File: config.mk
export PLATFORM = sky130hd
export DESIGN_NAME = mat_stream_loader
export DESIGN_NICKNAME = d
export VERILOG_FILES = /design/src/rtl/mat_stream_loader.sv
export SDC_FILE = /design/constraint.sdc
export NUM_CORES = 2
export LEC_CHECK = 0
export ABC_AREA = 1
export CAP_MARGIN = 25
export CELL_PAD_IN_SITES_DETAIL_PLACEMENT = 1
export CELL_PAD_IN_SITES_GLOBAL_PLACEMENT = 1
export CORE_AREA = 2 2 472 474
export DETAILED_ROUTE_END_ITERATION = 7
export DIE_AREA = 0 0 474 476
export PLACE_DENSITY_LB_ADDON = 0.2
export SYNTH_ARGS = -nofsm -noshare
export SYNTH_HDL_FRONTEND = slang
export SYNTH_SLANG_ARGS = --single-unit
File: constraint.sdc
create_clock -name clk -period 1.7 [get_ports clk]
set_input_delay 0.34 -clock clk [delete_from_list [all_inputs] [get_ports clk]]
set_output_delay 0.34 -clock clk [all_outputs]
set_load 0.02 [all_outputs]
File: src/rtl/mat_stream_loader.sv
// Serial-to-parallel operand loader for the matmat<N> multiplier: gathers A and B
// one element per beat, runs the multiplier's start protocol and holds the product.
module mat_stream_loader #(
  parameter int DATA_WIDTH  = 32,
  parameter int BIN_POS     = 16,
  parameter int MATRIX_SIZE = 3,
  parameter int CNT_WIDTH   = 16
) (
  input  logic                                            clk,
  input  logic                                            rst,
  input  logic                                            in_valid,
  output logic                                            in_ready,
  input  logic [DATA_WIDTH-1:0]                           in_data,
  output logic [MATRIX_SIZE*MATRIX_SIZE*DATA_WIDTH-1:0]   matrix_a,
  output logic [MATRIX_SIZE*MATRIX_SIZE*DATA_WIDTH-1:0]   matrix_b,
  output logic                                            mm_rst,
  input  logic                                            mm_ready,
  input  logic                                            mm_complete,
  input  logic [MATRIX_SIZE*MATRIX_SIZE*DATA_WIDTH-1:0]   mm_mul,
  output logic [MATRIX_SIZE*MATRIX_SIZE*DATA_WIDTH-1:0]   result,
  output logic                                            result_valid,
  input  logic                                            result_ack,
  output logic [CNT_WIDTH-1:0]                            run_cycles
);

  localparam int NE    = MATRIX_SIZE * MATRIX_SIZE;
  localparam int IDX_W = $clog2(2 * NE);
  localparam logic [IDX_W-1:0] IDX_LAST = IDX_W'(2 * NE - 1);

  // Element values are carried untouched; the binary point only needs to fit the word.
  if (BIN_POS < 0 || BIN_POS >= DATA_WIDTH) begin : g_bin_pos_check
    $error("BIN_POS must lie within DATA_WIDTH");
  end

  typedef enum logic [1:0] {LOAD, ARM, RUN, DONE} state_t;

  state_t               state, state_nxt;
  logic [IDX_W-1:0]     idx;
  logic [CNT_WIDTH-1:0] cnt, cnt_inc;
  logic                 beat;

  assign in_ready = (state == LOAD);
  assign beat     = in_valid && in_ready;
  assign cnt_inc  = (cnt == '1) ? cnt : cnt + 1'b1;

  always_ff @(posedge clk) begin
    if (rst) state <= LOAD;
    else     state <= state_nxt;
  end

  always_comb begin
    state_nxt = state;
    case (state)
      LOAD: if (beat && idx == IDX_LAST) state_nxt = ARM;
      ARM:  if (mm_ready)                state_nxt = RUN;
      RUN:  if (mm_complete)             state_nxt = DONE;
      DONE: if (result_ack)              state_nxt = LOAD;
      default:                           state_nxt = LOAD;
    endcase
  end

  always_ff @(posedge clk) begin
    if (rst) begin
      idx          <= '0;
      matrix_a     <= '0;
      matrix_b     <= '0;
      result       <= '0;
      result_valid <= 1'b0;
      run_cycles   <= '0;
      mm_rst       <= 1'b1;
      cnt          <= '0;
    end else begin
      case (state)
        LOAD: begin
          if (beat) begin
            // Decode idx into A elements 0..NE-1, then B elements NE..2*NE-1.
            for (int unsigned i = 0; i < NE; i++) begin
              if (idx == IDX_W'(i))      matrix_a[i*DATA_WIDTH +: DATA_WIDTH] <= in_data;
              if (idx == IDX_W'(NE + i)) matrix_b[i*DATA_WIDTH +: DATA_WIDTH] <= in_data;
            end
            idx <= (idx == IDX_LAST) ? '0 : idx + 1'b1;
          end
        end
        ARM: begin
          if (mm_ready) begin
            mm_rst <= 1'b0;
            cnt    <= '0;
          end
        end
        RUN: begin
          if (mm_complete) begin
            result       <= mm_mul;
            result_valid <= 1'b1;
            run_cycles   <= cnt_inc;
            mm_rst       <= 1'b1;
          end else begin
            cnt <= cnt_inc;
          end
        end
        DONE: begin
          if (result_ack) result_valid <= 1'b0;
        end
        default: ;
      endcase
    end
  end

endmodule

# Word level (Yosys, flattened, before mapping)
# Cells that the tools add are included.
[classes]
add_sub_neg = 2
muxes = 15
n_eq_ne = 26
reduce_logical = 30
[op_table]
columns = ["operator", "count"]
rows = [
  ["3-bit AND reduction", 21],
  ["16-bit two-way mux", 3],
  ["5-bit by 4-bit == test with 1-bit output (second input constant)", 8],
  ["16-bit case mux with 2 select lines", 1],
  ["5-bit by 3-bit == test with 1-bit output (second input constant)", 4],
  ["16-bit by 1-bit adder with 16-bit output (second input constant)", 1],
  ["16-bit == test (second input constant)", 1],
  ["5-bit by 2-bit == test with 1-bit output (second input constant)", 2],
  ["5-bit == test (second input constant)", 2],
  ["2-bit two-way mux", 4],
  ["2-bit inequality test (second input constant)", 4],
  ["2-bit case mux with 4 select lines", 1],
  ["5-bit by 1-bit adder with 5-bit output (second input constant)", 1],
  ["5-bit by 1-bit == test with 1-bit output (second input constant)", 1],
  ["5-bit logical NOT", 1],
  ["5-bit two-way mux", 1],
  ["2-bit == test (second input constant)", 2],
  ["1-bit case mux with 2 select lines", 2],
  ["2-bit AND reduction", 2],
  ["4-bit AND reduction", 1],
  ["2-bit nonzero test", 2],
  ["1-bit two-way mux", 3],
  ["2-bit by 1-bit == test with 1-bit output (second input constant)", 1],
  ["1-bit logical AND", 2],
  ["other kinds (2)", 2],
]
[word_totals]
out_inout_bits = 883
register_bits = 905
input_bits = 326
elab_cells = 98

# Longest topological paths before layout
[depth]
word_depth = 5
ltp_mapped = 10

# Worst setup path before layout
# Ideal clock, no wire load.
[synth_timing]
path_type = "register to register"
startpoint = "register state[0]"
endpoint = "register matrix_a[129]"
path_stages_with_launch = 11
path_slack_ps = -87
synth_period_minus_slack_ps = 1787
t_arrival_ps = 1671
path_cell_list = "dfxtp_1 inv_1 ha_1 nand2_4 nor2_4 nand2_4 nor2_4 inv_2 buf_2 nor2_1 nor2_1"
[synth_between]
elab_chain_len = 3
[synth_rtl]
columns = ["item", "line", "rtl"]
rows = [
  ["start, declared", "37", "state_t state, state_nxt;"],
  ["start signal, assigned", "48", "else state <= state_nxt;"],
  ["2-bit logical NOT (*)", "42", "assign in_ready = (state == LOAD);"],
  ["net in_ready", "12", "output logic in_ready,"],
  ["1-bit logical AND", "43", "assign beat = in_valid && in_ready;"],
  ["3-bit AND reduction (no source line) (*)", "-", ""],
  ["end signal, assigned by index", "78", "if (idx == IDX_W'(i)) matrix_a[i*DATA_WIDTH +: DATA_WIDTH] <= in_data;"],
  ["end, declared", "14", "output logic [MATRIX_SIZE*MATRIX_SIZE*DATA_WIDTH-1:0] matrix_a,"],
]
# Mark *: on every way through the listed nets, which the timed path passes. The rest lies on a longest branch.
# A chain may end at the register's enable or synchronous reset.

# Final worst setup path
[layout_timing]
startpoint = "register state[0]"
endpoint = "register matrix_a[282]"
[layout_between]
elab_chain_len = 3
[layout_rtl]
columns = ["item", "line"]
rows = [
  ["2-bit logical NOT (*)", "42, 73"],
  ["1-bit logical AND", "43"],
  ["3-bit AND reduction (no source line) (*)", "-"],
]
# Every way passes the cells marked *; elsewhere a longest branch is shown, timed or not.

==> impl_metrics.toml <==
[status]
run_status = "complete, but fails checks"
failing_checks = "negative setup slack"

[route]
drcViolationCount = 0
drt.antenna.violating_nets = 0
route.final.wire_length_mm = 209.2
detailroute.via_count = 33430
drtPass1Iterations = 7
route.detailed.vias_per_inst = 3.930
routedWlPerCell_um = 24.59
starting_drc_count_in_detailed_routing = 1450

[power_and_ir_drop]
reported_leakage_power_nw = 22.92
internal_power_mw = 44.58
power_switching_share_pct = 33.37
p_seq_share_pct = 36.8
clkPwrFrac_pct = 37.8
comb_power_share_pct = 25.5
netSwitchingPower_mw = 22.33
power_density_nw_per_um2 = 1269
worst_vdd_drop_mv = 0.9003

[clocking]
h-tree-depth = 3
cts_tree = "done"
cts.path.max_buffers = 3
clock_sinks = 905
clk_pin_slew_ns = 0.06
clock_insertion_delay_at_the_later_pin_of_the_skew_report_ns = 0.75
tritoncts.num_buffers = 117
root_buffer = "sky130_fd_sc_hd__clkbuf_16"

[logic_synthesis]
yosys_warnings = 0
syn-num-nets = 4491
post-synth-top-count-cell = "sky130_fd_sc_hd__nor2_1"
yosys_most_used_dff = "sky130_fd_sc_hd__dfxtp_1"
mean_post_synth_cell_area_um2 = 7.728
yosysUniqueCellTypes = 32
yosysTopAreaCell = "sky130_fd_sc_hd__dfxtp_1"
syn_inst = 4154
post_synthesis_register_bit_count = 905
post-synth-top-area-fraction_pct = 56.43
ys_top_cells_by_count = "1716 x sky130_fd_sc_hd__nor2_1, 905 x sky130_fd_sc_hd__dfxtp_1, 780 x sky130_fd_sc_hd__o21ai_0"
synth-async-reset-ratio_pct = 0
ys_seq_area_share_pct = 56.43
synth.area.top_cells = "sky130_fd_sc_hd__dfxtp_1 56%, sky130_fd_sc_hd__nor2_1 20%, sky130_fd_sc_hd__o21ai_0 12%, sky130_fd_sc_hd__buf_2 1.9%, sky130_fd_sc_hd__clkbuf_1 1.7%"
synth_enable_flop_cells = 0
synth.cell_area_um2 = 32100

[critical_path]
path_common_cell = "sky130_fd_sc_hd__buf_12"
worst_path_dominant_cell_family = "buffers and inverters"
worst_setup_path_end_kind = "flip-flop"
reg2reg_depth = 13
worst-endpoint-required_ns = 2.32
timing.critical_path.slowest_stage_cell = "sky130_fd_sc_hd__dfxtp_2"
timing.critical_path.from_type = "flip-flop"
regToRegStartpoint = "state[0]"
cp_max_stage_delay_ns = 0.33
cell_breakdown_of_the_critical_path = "inv_2 -> ha_4 -> nand2_8 -> nor2_4 -> buf_12 -> nand2_8 -> buf_8 -> nor2_4 -> buf_12 -> inv_4 -> buf_12 -> nor2_1 -> nor2_1"
worstReg2RegEnd = "matrix_a[282]"
crit_arrival_ns = 2.60
critical_path.max_fanout = 6
setup.worst_path.class = "reg -> reg"
slack_of_the_worst_reg_to_reg_path_ns = -0.28
path_buf_inv = 6

[placement]
gp_routability_congestion = 0.7889
place.port_buffers = 1208
preCtsSetupSlack_ns = -0.6445
hpwlAfterDp_mm = 151.7

[min_path]
worst_hold_startpoint = "in_data[20]"
hold_path_class = "in -> reg"
holdPathEnd = "matrix_b[212]"
timing.hold.worst_path_depth = 3

[sta]
worst-slew-pin-transition_ns = 0.4814
rsz_0062_raised_after_global_routing = "true"
layout_min_cycle_time_ns = 1.979
fin_tns_setup_ns = -77.37
final_min_period_over_clock_period_pct = 116.4
final_slew_violations = 0
final_critical_path_setup_slack_ns = -0.2786
timing.final.setup_violations = 649
hold_violations = 0
clock-skew-final_ns = 0.05764
slew_headroom_pct = 67.57
max_freq_mhz = 505.4

[layout]
seq_area_um2 = 18300
layout.filler_cells = 26070
multi_input_area_um2 = 12780
areaGrowthSynthToFinish_pct = 64.17
final_util_pct = 23.85
final_nets = 5770
final_layout_size_suffix_gt1_share_pct = 30.52

[floorplan]
top_level_ports = 1209
die-width_um = 474
number_of_cell_rows = 173
die_footprint_um2 = 225600
die_h_um = 476
core-area_um2 = 221000
initial_utilization_pct = 14.53

[global_route]
antenna_found_initial = 42
globalRouteTotalUtil_pct = 17.39
grt_pass1_wl_mm = 278.5
grt_pass1_vias = 33800
gr-total-overflow = 0
grt_start_max_net_pins = 71

[run]
cap_viol_max_count = 0
==> power groups by stage <==
stage	clock network, mW	logic, mW	registers (mW)
after floorplan	0	5.09	27.2
after global placement	0	17.7	24.8
after detailed placement	0	17.8	24.9
after CTS	26.3	17.2	24.6
after global routing	27.0	18.5	24.8
final	25.3	17.0	24.6
==> flip-flops by register name, indices dropped and copies added (netlist names) <==
register	count
cnt	16
idx	5
matrix_a	288
matrix_b	288
mm_rst	1
result	288
result_valid	1
run_cycles	16
state	2
==> area by class of cell <==
| class | instances | area share, % |
|---|---|---|
| well taps | 2975 | 7.063 |
| repair buffers | 1506 | 26.11 |
| multi-input cells | 2846 | 24.26 |
| clock inverters | 30 | 0.7217 |
| inverters | 57 | 0.5057 |
| clock buffers | 177 | 6.571 |
| flip-flops and latches | 905 | 34.71 |
| diodes | 12 | 0.05698 |
==> tightest hold or removal path, cell delays in order <==
cell	delay (ns)
sky130_fd_sc_hd__buf_2	0.22
sky130_fd_sc_hd__nand3_1	0.13
sky130_fd_sc_hd__a21oi_1	0.06
==> cell usage in the layout, fill, tap and decap left out, types with 7 or more instances in the layout <==
cell / n
sky130_fd_sc_hd__inv_1: 32
sky130_fd_sc_hd__clkbuf_1: 29
sky130_fd_sc_hd__buf_6: 194
sky130_fd_sc_hd__dlygate4sd2_1: 8
sky130_fd_sc_hd__nor2_1: 1600
sky130_fd_sc_hd__o21ai_1: 87
sky130_fd_sc_hd__nand2_1: 104
sky130_fd_sc_hd__buf_2: 328
sky130_fd_sc_hd__dlygate4sd3_1: 9
sky130_fd_sc_hd__buf_4: 531
sky130_fd_sc_hd__clkinv_2: 13
sky130_fd_sc_hd__o21ai_2: 16
sky130_fd_sc_hd__a21oi_1: 59
sky130_fd_sc_hd__ha_1: 9
sky130_fd_sc_hd__nor2_4: 40
sky130_fd_sc_hd__dfxtp_4: 7
sky130_fd_sc_hd__dfxtp_1: 777
sky130_fd_sc_hd__clkbuf_8: 31
sky130_fd_sc_hd__inv_2: 15
sky130_fd_sc_hd__buf_12: 114
sky130_fd_sc_hd__diode_2: 12
sky130_fd_sc_hd__nand3_1: 49
sky130_fd_sc_hd__nor2_2: 94
sky130_fd_sc_hd__clkbuf_16: 132
sky130_fd_sc_hd__o21ai_0: 751
sky130_fd_sc_hd__dfxtp_2: 121
sky130_fd_sc_hd__clkdlybuf4s50_1: 299
==> per-layer routing <==
layer	up-vias	wire length, um	share of wire, %	GRT usage (%)
li1	15850	-	-	-
met1	16260	81780	39	19.13
met2	992	103900	50	30.94
met3	281	16720	8.0	6.285
met4	42	6582	3.1	5.527
met5	-	260	0.12	0
==> worst max-delay path by stage <==
stage | startpoint | endpoint | slack [ns] | cells after the start
floorplan | state[0] | matrix_a[129] | 0.007 | 10
global placement | in_valid | matrix_b[57] | -0.62 | 10
detailed placement | in_valid | matrix_b[32] | -0.64 | 10
CTS | state[0] | in_ready | -0.31 | 4
global route | state[0] | matrix_a[132] | -0.37 | 12
finish | state[0] | matrix_a[282] | -0.28 | 13
==> cell families after synthesis <==
logic type | after synthesis | share of synthesized area (%)
xor gates and xnor gates | 6 | 0.1637
adders and majority gates | 11 | 0.4287
DFF | 905 | 56.43
AOI/OAI and AO/OA | 919 | 14.38
buffers and inverters | 403 | 5.429
and+or+nand+nor | 1910 | 23.17
==> metrics by stage <==
step           instances  hold slack [ns]  total power, mW  cell area [um2]
6_report            8508          0.07222            66.90            52700
5_1_grt             8500          0.03631            70.35            52680
4_1_cts             8465         0.001933            68.12            51550
3_5_place_dp        8246           0.4530            42.69            49450
3_3_place_gp        8246           0.4495            42.54            49450
2_1_floorplan       4154           0.4552            32.25            32110
==> timing repair <==
item,CTS,global route
endpoints found under the setup margin,1654,999
pin swaps,6,25
hold endpoints to repair,33,0
gates resized for setup,4644,182
gates cloned,0,21
hold buffers,9,0
setup buffers,3,10
(Power assumes the default switching activity.)
